File: src/rtl/lon_pkg.sv
// lon_pkg: shared types and helpers for the leading/trailing-one normaliser.
//   lon_mode_e : search direction (LON_LEAD = highest set bit, LON_TRAIL = lowest)
//   lon_idx_w  : width of the signed result index for a given operand width
//   lon_pos_w  : width of an unsigned position within an n-bit vector (min 1)
package lon_pkg;

  typedef enum logic {
    LON_LEAD  = 1'b0,
    LON_TRAIL = 1'b1
  } lon_mode_e;

  function automatic int lon_idx_w(input int width);
    return $clog2(width) + 1;
  endfunction

  function automatic int lon_pos_w(input int n);
    return (n > 1) ? $clog2(n) : 1;
  endfunction

endpackage

File: src/rtl/lon_group_search.sv
// lon_group_search: combinational find-first over a W-bit vector.
//   Parameters: W   - vector width
//               DIR - LON_LEAD finds the highest set bit, LON_TRAIL the lowest
//   Ports:      i_vec [W-1:0]  vector to search
//               o_hit          any bit set
//               o_pos [PW-1:0] position of the selected bit (0 when no hit)
module lon_group_search
  import lon_pkg::*;
#(
  parameter int unsigned W   = 4,
  parameter lon_mode_e   DIR = LON_LEAD,
  localparam int unsigned PW = lon_pos_w(W)
) (
  input  logic [W-1:0]  i_vec,
  output logic          o_hit,
  output logic [PW-1:0] o_pos
);

  // Later matches overwrite earlier ones, so the scan order picks the winner.
  always_comb begin
    o_hit = |i_vec;
    o_pos = '0;
    for (int unsigned i = 0; i < W; i++) begin
      if (DIR == LON_LEAD) begin
        if (i_vec[i]) o_pos = PW'(i);
      end else begin
        if (i_vec[W-1-i]) o_pos = PW'(W-1-i);
      end
    end
  end

endmodule

File: src/rtl/lead_one_norm_pipe.sv
// lead_one_norm_pipe: two-stage pipelined leading/trailing-one detector with
// normalising shift and valid/ready flow control.
//   S1 registers the operand, mode, tag and a per-CHUNK group-hit vector.
//   S2 picks the group, finds the bit within it, and registers idx/shamt/data.
// Ports:
//   clk, rst                 clock, async active-high reset
//   in_valid/in_ready        input handshake (in_ready independent of in_valid)
//   in_data [WIDTH]          operand
//   in_mode                  0 = leading one, 1 = trailing one
//   in_tag  [TAG_W]          sideband, returned with the result
//   out_valid/out_ready      output handshake
//   out_idx [IDX_W]          bit index, all-ones when operand is zero
//   out_zero                 operand was zero
//   out_shamt [IDX_W-1]      shift applied
//   out_data [WIDTH]         normalised operand
//   out_tag [TAG_W]          tag of this result
// Optional (macro LON_STATS_EN):
//   zero_cnt [16]            saturating count of delivered zero results
//   zero_cnt_clr             synchronous clear, wins over increment
module lead_one_norm_pipe
  import lon_pkg::*;
#(
  parameter int unsigned WIDTH = 27,
  parameter int unsigned CHUNK = 4,
  parameter int unsigned TAG_W = 4,
  localparam int unsigned IDX_W = lon_idx_w(WIDTH)
) (
  input  logic               clk,
  input  logic               rst,
  input  logic               in_valid,
  output logic               in_ready,
  input  logic [WIDTH-1:0]   in_data,
  input  logic               in_mode,
  input  logic [TAG_W-1:0]   in_tag,
  output logic               out_valid,
  input  logic               out_ready,
  output logic [IDX_W-1:0]   out_idx,
  output logic               out_zero,
  output logic [IDX_W-2:0]   out_shamt,
  output logic [WIDTH-1:0]   out_data,
  output logic [TAG_W-1:0]   out_tag
`ifdef LON_STATS_EN
  ,
  output logic [15:0]        zero_cnt,
  input  logic               zero_cnt_clr
`endif
);

  localparam int unsigned G    = (WIDTH + CHUNK - 1) / CHUNK;
  localparam int unsigned PADW = G * CHUNK;
  localparam int unsigned GPW  = lon_pos_w(G);
  localparam int unsigned CPW  = lon_pos_w(CHUNK);
  localparam int unsigned SW   = IDX_W - 1;

  // Stage 1 state
  logic               r_s1_v;
  logic [WIDTH-1:0]   r_s1_data;
  lon_mode_e          r_s1_mode;
  logic [TAG_W-1:0]   r_s1_tag;
  logic [G-1:0]       r_s1_ghit;

  // Stage 2 state
  logic               r_s2_v;
  logic [IDX_W-1:0]   r_s2_idx;
  logic               r_s2_zero;
  logic [SW-1:0]      r_s2_shamt;
  logic [WIDTH-1:0]   r_s2_data;
  logic [TAG_W-1:0]   r_s2_tag;

  // Flow control
  logic w_s2_free, w_acc, w_adv, w_out_xfer;

  assign w_s2_free  = !r_s2_v || out_ready;
  assign in_ready   = !r_s1_v || w_s2_free;
  assign w_acc      = in_valid && in_ready;
  assign w_adv      = r_s1_v && w_s2_free;
  assign w_out_xfer = r_s2_v && out_ready;

  // Stage 1 coarse search: one OR per group, top group zero-padded
  logic [PADW-1:0] w_in_pad;
  logic [G-1:0]    w_ghit;

  always_comb begin
    w_in_pad = PADW'(in_data);
    w_ghit   = '0;
    for (int unsigned g = 0; g < G; g++) begin
      w_ghit[g] = |w_in_pad[g*CHUNK +: CHUNK];
    end
  end

  always_ff @(posedge clk or posedge rst) begin
    if (rst) begin
      r_s1_v    <= 1'b0;
      r_s1_data <= '0;
      r_s1_mode <= LON_LEAD;
      r_s1_tag  <= '0;
      r_s1_ghit <= '0;
    end else begin
      if (w_acc) begin
        r_s1_v    <= 1'b1;
        r_s1_data <= in_data;
        r_s1_mode <= lon_mode_e'(in_mode);
        r_s1_tag  <= in_tag;
        r_s1_ghit <= w_ghit;
      end else if (w_adv) begin
        r_s1_v <= 1'b0;
      end
    end
  end

  // Stage 2: group select (both directions), then fine search in that group
  logic            w_gl_hit, w_gt_hit, w_fl_hit, w_ft_hit;
  logic [GPW-1:0]  w_gl_pos, w_gt_pos, w_gsel;
  logic [CPW-1:0]  w_fl_pos, w_ft_pos, w_fsel;
  logic [PADW-1:0] w_s1_pad;
  logic [CHUNK-1:0] w_chunk;

  lon_group_search #(.W(G), .DIR(LON_LEAD)) u_grp_lead (
    .i_vec (r_s1_ghit),
    .o_hit (w_gl_hit),
    .o_pos (w_gl_pos)
  );

  lon_group_search #(.W(G), .DIR(LON_TRAIL)) u_grp_trail (
    .i_vec (r_s1_ghit),
    .o_hit (w_gt_hit),
    .o_pos (w_gt_pos)
  );

  assign w_gsel   = (r_s1_mode == LON_TRAIL) ? w_gt_pos : w_gl_pos;
  assign w_s1_pad = PADW'(r_s1_data);
  assign w_chunk  = w_s1_pad[w_gsel*CHUNK +: CHUNK];

  lon_group_search #(.W(CHUNK), .DIR(LON_LEAD)) u_fine_lead (
    .i_vec (w_chunk),
    .o_hit (w_fl_hit),
    .o_pos (w_fl_pos)
  );

  lon_group_search #(.W(CHUNK), .DIR(LON_TRAIL)) u_fine_trail (
    .i_vec (w_chunk),
    .o_hit (w_ft_hit),
    .o_pos (w_ft_pos)
  );

  assign w_fsel = (r_s1_mode == LON_TRAIL) ? w_ft_pos : w_fl_pos;

  logic             w_zero;
  logic [31:0]      w_idx_full;
  logic [SW-1:0]    w_pos;
  logic [IDX_W-1:0] w_idx;
  logic [SW-1:0]    w_shamt;
  logic [WIDTH-1:0] w_norm;

  always_comb begin
    w_zero     = (r_s1_mode == LON_TRAIL) ? !(w_gt_hit && w_ft_hit)
                                          : !(w_gl_hit && w_fl_hit);
    w_idx_full = 32'(w_gsel) * CHUNK + 32'(w_fsel);
    w_pos      = SW'(w_idx_full);
    w_idx      = {1'b0, w_pos};
    w_shamt    = (r_s1_mode == LON_TRAIL) ? w_pos : (SW'(WIDTH - 1) - w_pos);
    w_norm     = (r_s1_mode == LON_TRAIL) ? (r_s1_data >> w_shamt)
                                          : (r_s1_data << w_shamt);
    if (w_zero) begin
      w_idx   = '1;
      w_shamt = '0;
      w_norm  = '0;
    end
  end

  always_ff @(posedge clk or posedge rst) begin
    if (rst) begin
      r_s2_v     <= 1'b0;
      r_s2_idx   <= '1;
      r_s2_zero  <= 1'b1;
      r_s2_shamt <= '0;
      r_s2_data  <= '0;
      r_s2_tag   <= '0;
    end else begin
      if (w_adv) begin
        r_s2_v     <= 1'b1;
        r_s2_idx   <= w_idx;
        r_s2_zero  <= w_zero;
        r_s2_shamt <= w_shamt;
        r_s2_data  <= w_norm;
        r_s2_tag   <= r_s1_tag;
      end else if (w_out_xfer) begin
        r_s2_v <= 1'b0;
      end
    end
  end

  assign out_valid = r_s2_v;
  assign out_idx   = r_s2_idx;
  assign out_zero  = r_s2_zero;
  assign out_shamt = r_s2_shamt;
  assign out_data  = r_s2_data;
  assign out_tag   = r_s2_tag;

`ifdef LON_STATS_EN
  logic [15:0] r_zero_cnt;

  always_ff @(posedge clk or posedge rst) begin
    if (rst) begin
      r_zero_cnt <= '0;
    end else if (zero_cnt_clr) begin
      r_zero_cnt <= '0;
    end else if (w_out_xfer && r_s2_zero && (r_zero_cnt != '1)) begin
      r_zero_cnt <= r_zero_cnt + 16'd1;
    end
  end

  assign zero_cnt = r_zero_cnt;
`endif

endmodule
File: config.mk
export PLATFORM = sky130hd
export DESIGN_NAME = lead_one_norm_pipe
export DESIGN_NICKNAME = d
export VERILOG_FILES = /design/src/rtl/lon_pkg.sv /design/src/rtl/lon_group_search.sv /design/src/rtl/lead_one_norm_pipe.sv
export SDC_FILE = /design/constraint.sdc
export NUM_CORES = 1
export LEC_CHECK = 0
export CORE_MARGIN = 3
export CORE_UTILIZATION = 62
export DETAILED_ROUTE_END_ITERATION = 7
export PLACE_DENSITY = 0.88
export SLEW_MARGIN = 10
export SYNTH_ARGS = -nofsm -noshare
export SYNTH_HDL_FRONTEND = slang
export SYNTH_SLANG_ARGS = --single-unit
File: constraint.sdc
create_clock -name clk -period 9.69 [get_ports clk]
set_input_delay 1.938 -clock clk [delete_from_list [all_inputs] [get_ports clk]]
set_output_delay 1.938 -clock clk [all_outputs]
set_load 0.005 [all_outputs]
==> results_dict.tcl <==
set metrics [dict create \
    status "finished, violations left" \
    violations "DRC" \
    fmax_mhz 143 \
    syn_inst 792 \
    grt_start_max_net_pins 84 \
    antenna_found_initial 0 \
    dr_total_vias 7253 \
    post_cts_buffers 0 \
    synth-async-reset-ratio_pct 100 \
    yosysSeqAreaShare_pct 30.1 \
    path_class "flop to flop" \
    layout.nets 853 \
    dieWidth_um 112 \
    postCtsResizedCells 0 \
    netlist_area_sq_um 6940 \
    cp.arrival_ns 7.25 \
    routed_via_density 7.58 \
    initial_core_util_pct 65.4 \
    fin_tns_setup_ns 0 \
    crit_slowest_cell "and2_1" \
    cp_max_fo 49 \
    final_cell_mix "99 x nand2_1, 89 x mux2i_1, 80 x clkdlybuf4s50_1, 77 x dfrtp_1, 52 x nor2_1" \
    die_y_um 112 \
    leakage_nw 3.22 \
    filler_cell_count 795 \
    insertion_delay_ns 0.39 \
    cts_sinks 83 \
    rows 37 \
    syn-num-nets 829 \
    slew_headroom_pct 26.6 \
    grt_remaining_overflow 0 \
    ys_ff_latch 83 \
    crit_path_cell_trace "nor2b_4 > o311ai_4 > nand2_2 > mux4_2 > mux2_4 > a21oi_2 > a21o_4 > inv_2 > ha_1 > a22oi_1 > and2_1 > buf_4 > mux4_2 > a222oi_1 > and2_1 > a2111oi_0 > a221o_1" \
    synthDistinctLibCells 79 \
    power_density_nw_per_um2 312 \
    wl_per_cell_um 26.0 \
    synth_ff_type "dfrtp_1" \
    clockBufferDepth 2 \
    end_kind "flop" \
    hold_violations 0 \
    power.total_mw 2.45 \
    synth_edf_count 0 \
    hold_class "flop to flop" \
    clk_pin_slew_ns 0.09 \
    drc_errors 2 \
    multi_input_area_sq_um 4480 \
    critPathTopFamily "compound AO/OA/AOI/OAI gates" \
    fin_crit_sh_pct 72.0 \
    cts_hold_buffers 0 \
    maxCapViolations 0 \
    crit_buf_inv 2 \
    place_inst 941 \
    layout.cells.non_filler 957 \
    globalplace.congestion 1.20 \
    cts_buffers 9 \
    routed_wl_mm 24.9 \
    final_common_cell "nand2_1" \
    rsz0062_at_grt "false" \
    core-area_sq_um 10600 \
    cts-root-buf "clkbuf_8" \
    io_buffer_count 80 \
    fp.dieArea_sq_um 12500 \
    vdd_drop_max_uv 195 \
    crit_required_ns 9.96 \
    ant_nets 0 \
    drive_gt1_share_pct 12.8 \
    setup_viol 0 \
    grtUsageTotal_pct 39.4 \
    antenna_cells 0 \
    max_stage_delay_ns 0.64 \
    first_pass_iters 8 \
    cp-start-kind "flop" \
    io_pins 81 \
    ys_warn_count 0 \
    fin_skew_ns 0.0128 \
    hpwl_mm 17.8 \
    hold_slack_ns 0.486 \
    drtIter0Drc 1492 \
    min_period_ns 6.98 \
    fin_util_pct 74.0 \
    worst_pin_slew_ns 1.10 \
    seq_area_sq_um 2080 \
    slew_viol_final 0 \
    grt_first_pass_wirelength_mm 39.0 \
    synthToLayoutAreaGrowth_pct 13.1 \
    htree_levels 3 \
    cts_tree "built" \
    grt_pass1_vias 6973 \
    avgSynthCellArea_sq_um 8.76 \
]
==> cell usage after synthesis (6+ instances only) <==
cell	count	area share, %
o211ai_1	9	0.97
a211o_1	8	1.0
mux2_2	41	6.7
dfrtp_1	77	28
o31a_1	7	0.88
o21ai_1	9	0.65
mux4_2	8	2.6
o21a_1	10	1.1
nor4_1	11	0.99
nand3_1	30	2.2
inv_1	8	0.43
nand2_1	99	5.4
clkbuf_1	52	2.8
nor2_1	52	2.8
and2_1	8	0.72
dfstp_2	6	2.3
o22ai_1	13	1.2
mux2i_1	89	13
a21oi_1	27	1.9
o31ai_1	10	1.1
nor3_1	19	1.4
a32o_1	8	1.2
o21ai_0	40	2.9
a22oi_1	10	1.1
buf_2	9	0.65
==> per-stage QoR <==
step | setup slack [ns] | cell area, sq um
4_1_cts | 2.86 | 7850
3_5_place_dp | 2.92 | 7630
5_1_grt | 2.40 | 7850
6_report | 2.71 | 7850
2_1_floorplan | 4.34 | 6940
3_3_place_gp | 3.05 | 7630
==> final cells by class <==
cell class / count / share of cell area (%)
timing repair buffer: 89 / 11.1
sequential: 83 / 26.6
tap: 136 / 2.17
multi-input combinational: 624 / 57.1
clock inverter: 6 / 0.925
clock buffer: 10 / 1.75
inverter: 9 / 0.447
==> where the power goes <==
part / internal [mW] / leakage, nW / switching, mW
combinational: 0.651 / 2.12 / 0.968
clock: 0.129 / 0.103 / 0.139
sequential: 0.445 / 0.993 / 0.115
==> worst reg2reg max path, stage by stage, from the launching register on <==
cell,delay [ns]
dfrtp_1,0.49
nor2b_4,0.18
o311ai_4,0.45
nand2_2,0.31
mux4_2,0.50
mux2_4,0.33
a21oi_2,0.21
a21o_4,0.45
inv_2,0.57
ha_1,0.48
a22oi_1,0.30
and2_1,0.64
buf_4,0.39
mux4_2,0.41
a222oi_1,0.57
and2_1,0.21
a2111oi_0,0.06
a221o_1,0.31
==> per-layer routing <==
| layer | vias up | global-route usage [%] | routed length [um] |
|---|---|---|---|
| met2 | 662 | 59.6 | 10900 |
| met3 | 166 | 11.4 | 3420 |
| met5 | - | 0 | 0 |
| li1 | 3051 | - | - |
| met1 | 3374 | 51.3 | 8960 |
| met4 | 0 | 20.8 | 1630 |
==> path summary, 6_finish.rpt <==
path	startpoint	endpoint	slack (ns)	depth (start not counted)
hold / removal	r_s1_tag[3]$_DFFE_PP0P_	out_tag[3]$_DFFE_PP0P_	0.49	2
min in group asynchronous	rst	out_shamt[2]$_DFFE_PP0P_	2.19	3
setup reg to reg	r_s1_ghit[5]$_DFFE_PP0P_	out_data[9]$_DFFE_PP0P_	2.71	17
hold reg to reg	r_s1_tag[3]$_DFFE_PP0P_	out_tag[3]$_DFFE_PP0P_	0.49	2
max in group asynchronous	rst	r_s1_data[9]$_DFFE_PP0P_	6.80	3
setup / recovery	r_s1_ghit[5]$_DFFE_PP0P_	out_data[9]$_DFFE_PP0P_	2.71	17
==> cells by family after synthesis <==
logic type | after synthesis | share of synthesized area [%]
and+or+nand+nor | 249 | 16.6
DFF | 83 | 30.1
buffers and inverters | 85 | 5.61
xor gates and xnor gates | 1 | 0.126
AOI/OAI and AO/OA | 234 | 25.1
adders and majority gates | 1 | 0.180
muxes | 139 | 22.3
==> flip-flops by register name (all words and copies together), names as in the netlist, 4 cells and up <==
register   flops
out_data      27
out_idx        6
out_shamt      5
out_tag        4
r_s1_data     27
r_s1_ghit      7
r_s1_tag       4
No activity file was read; power rests on OpenSTA's default activity.
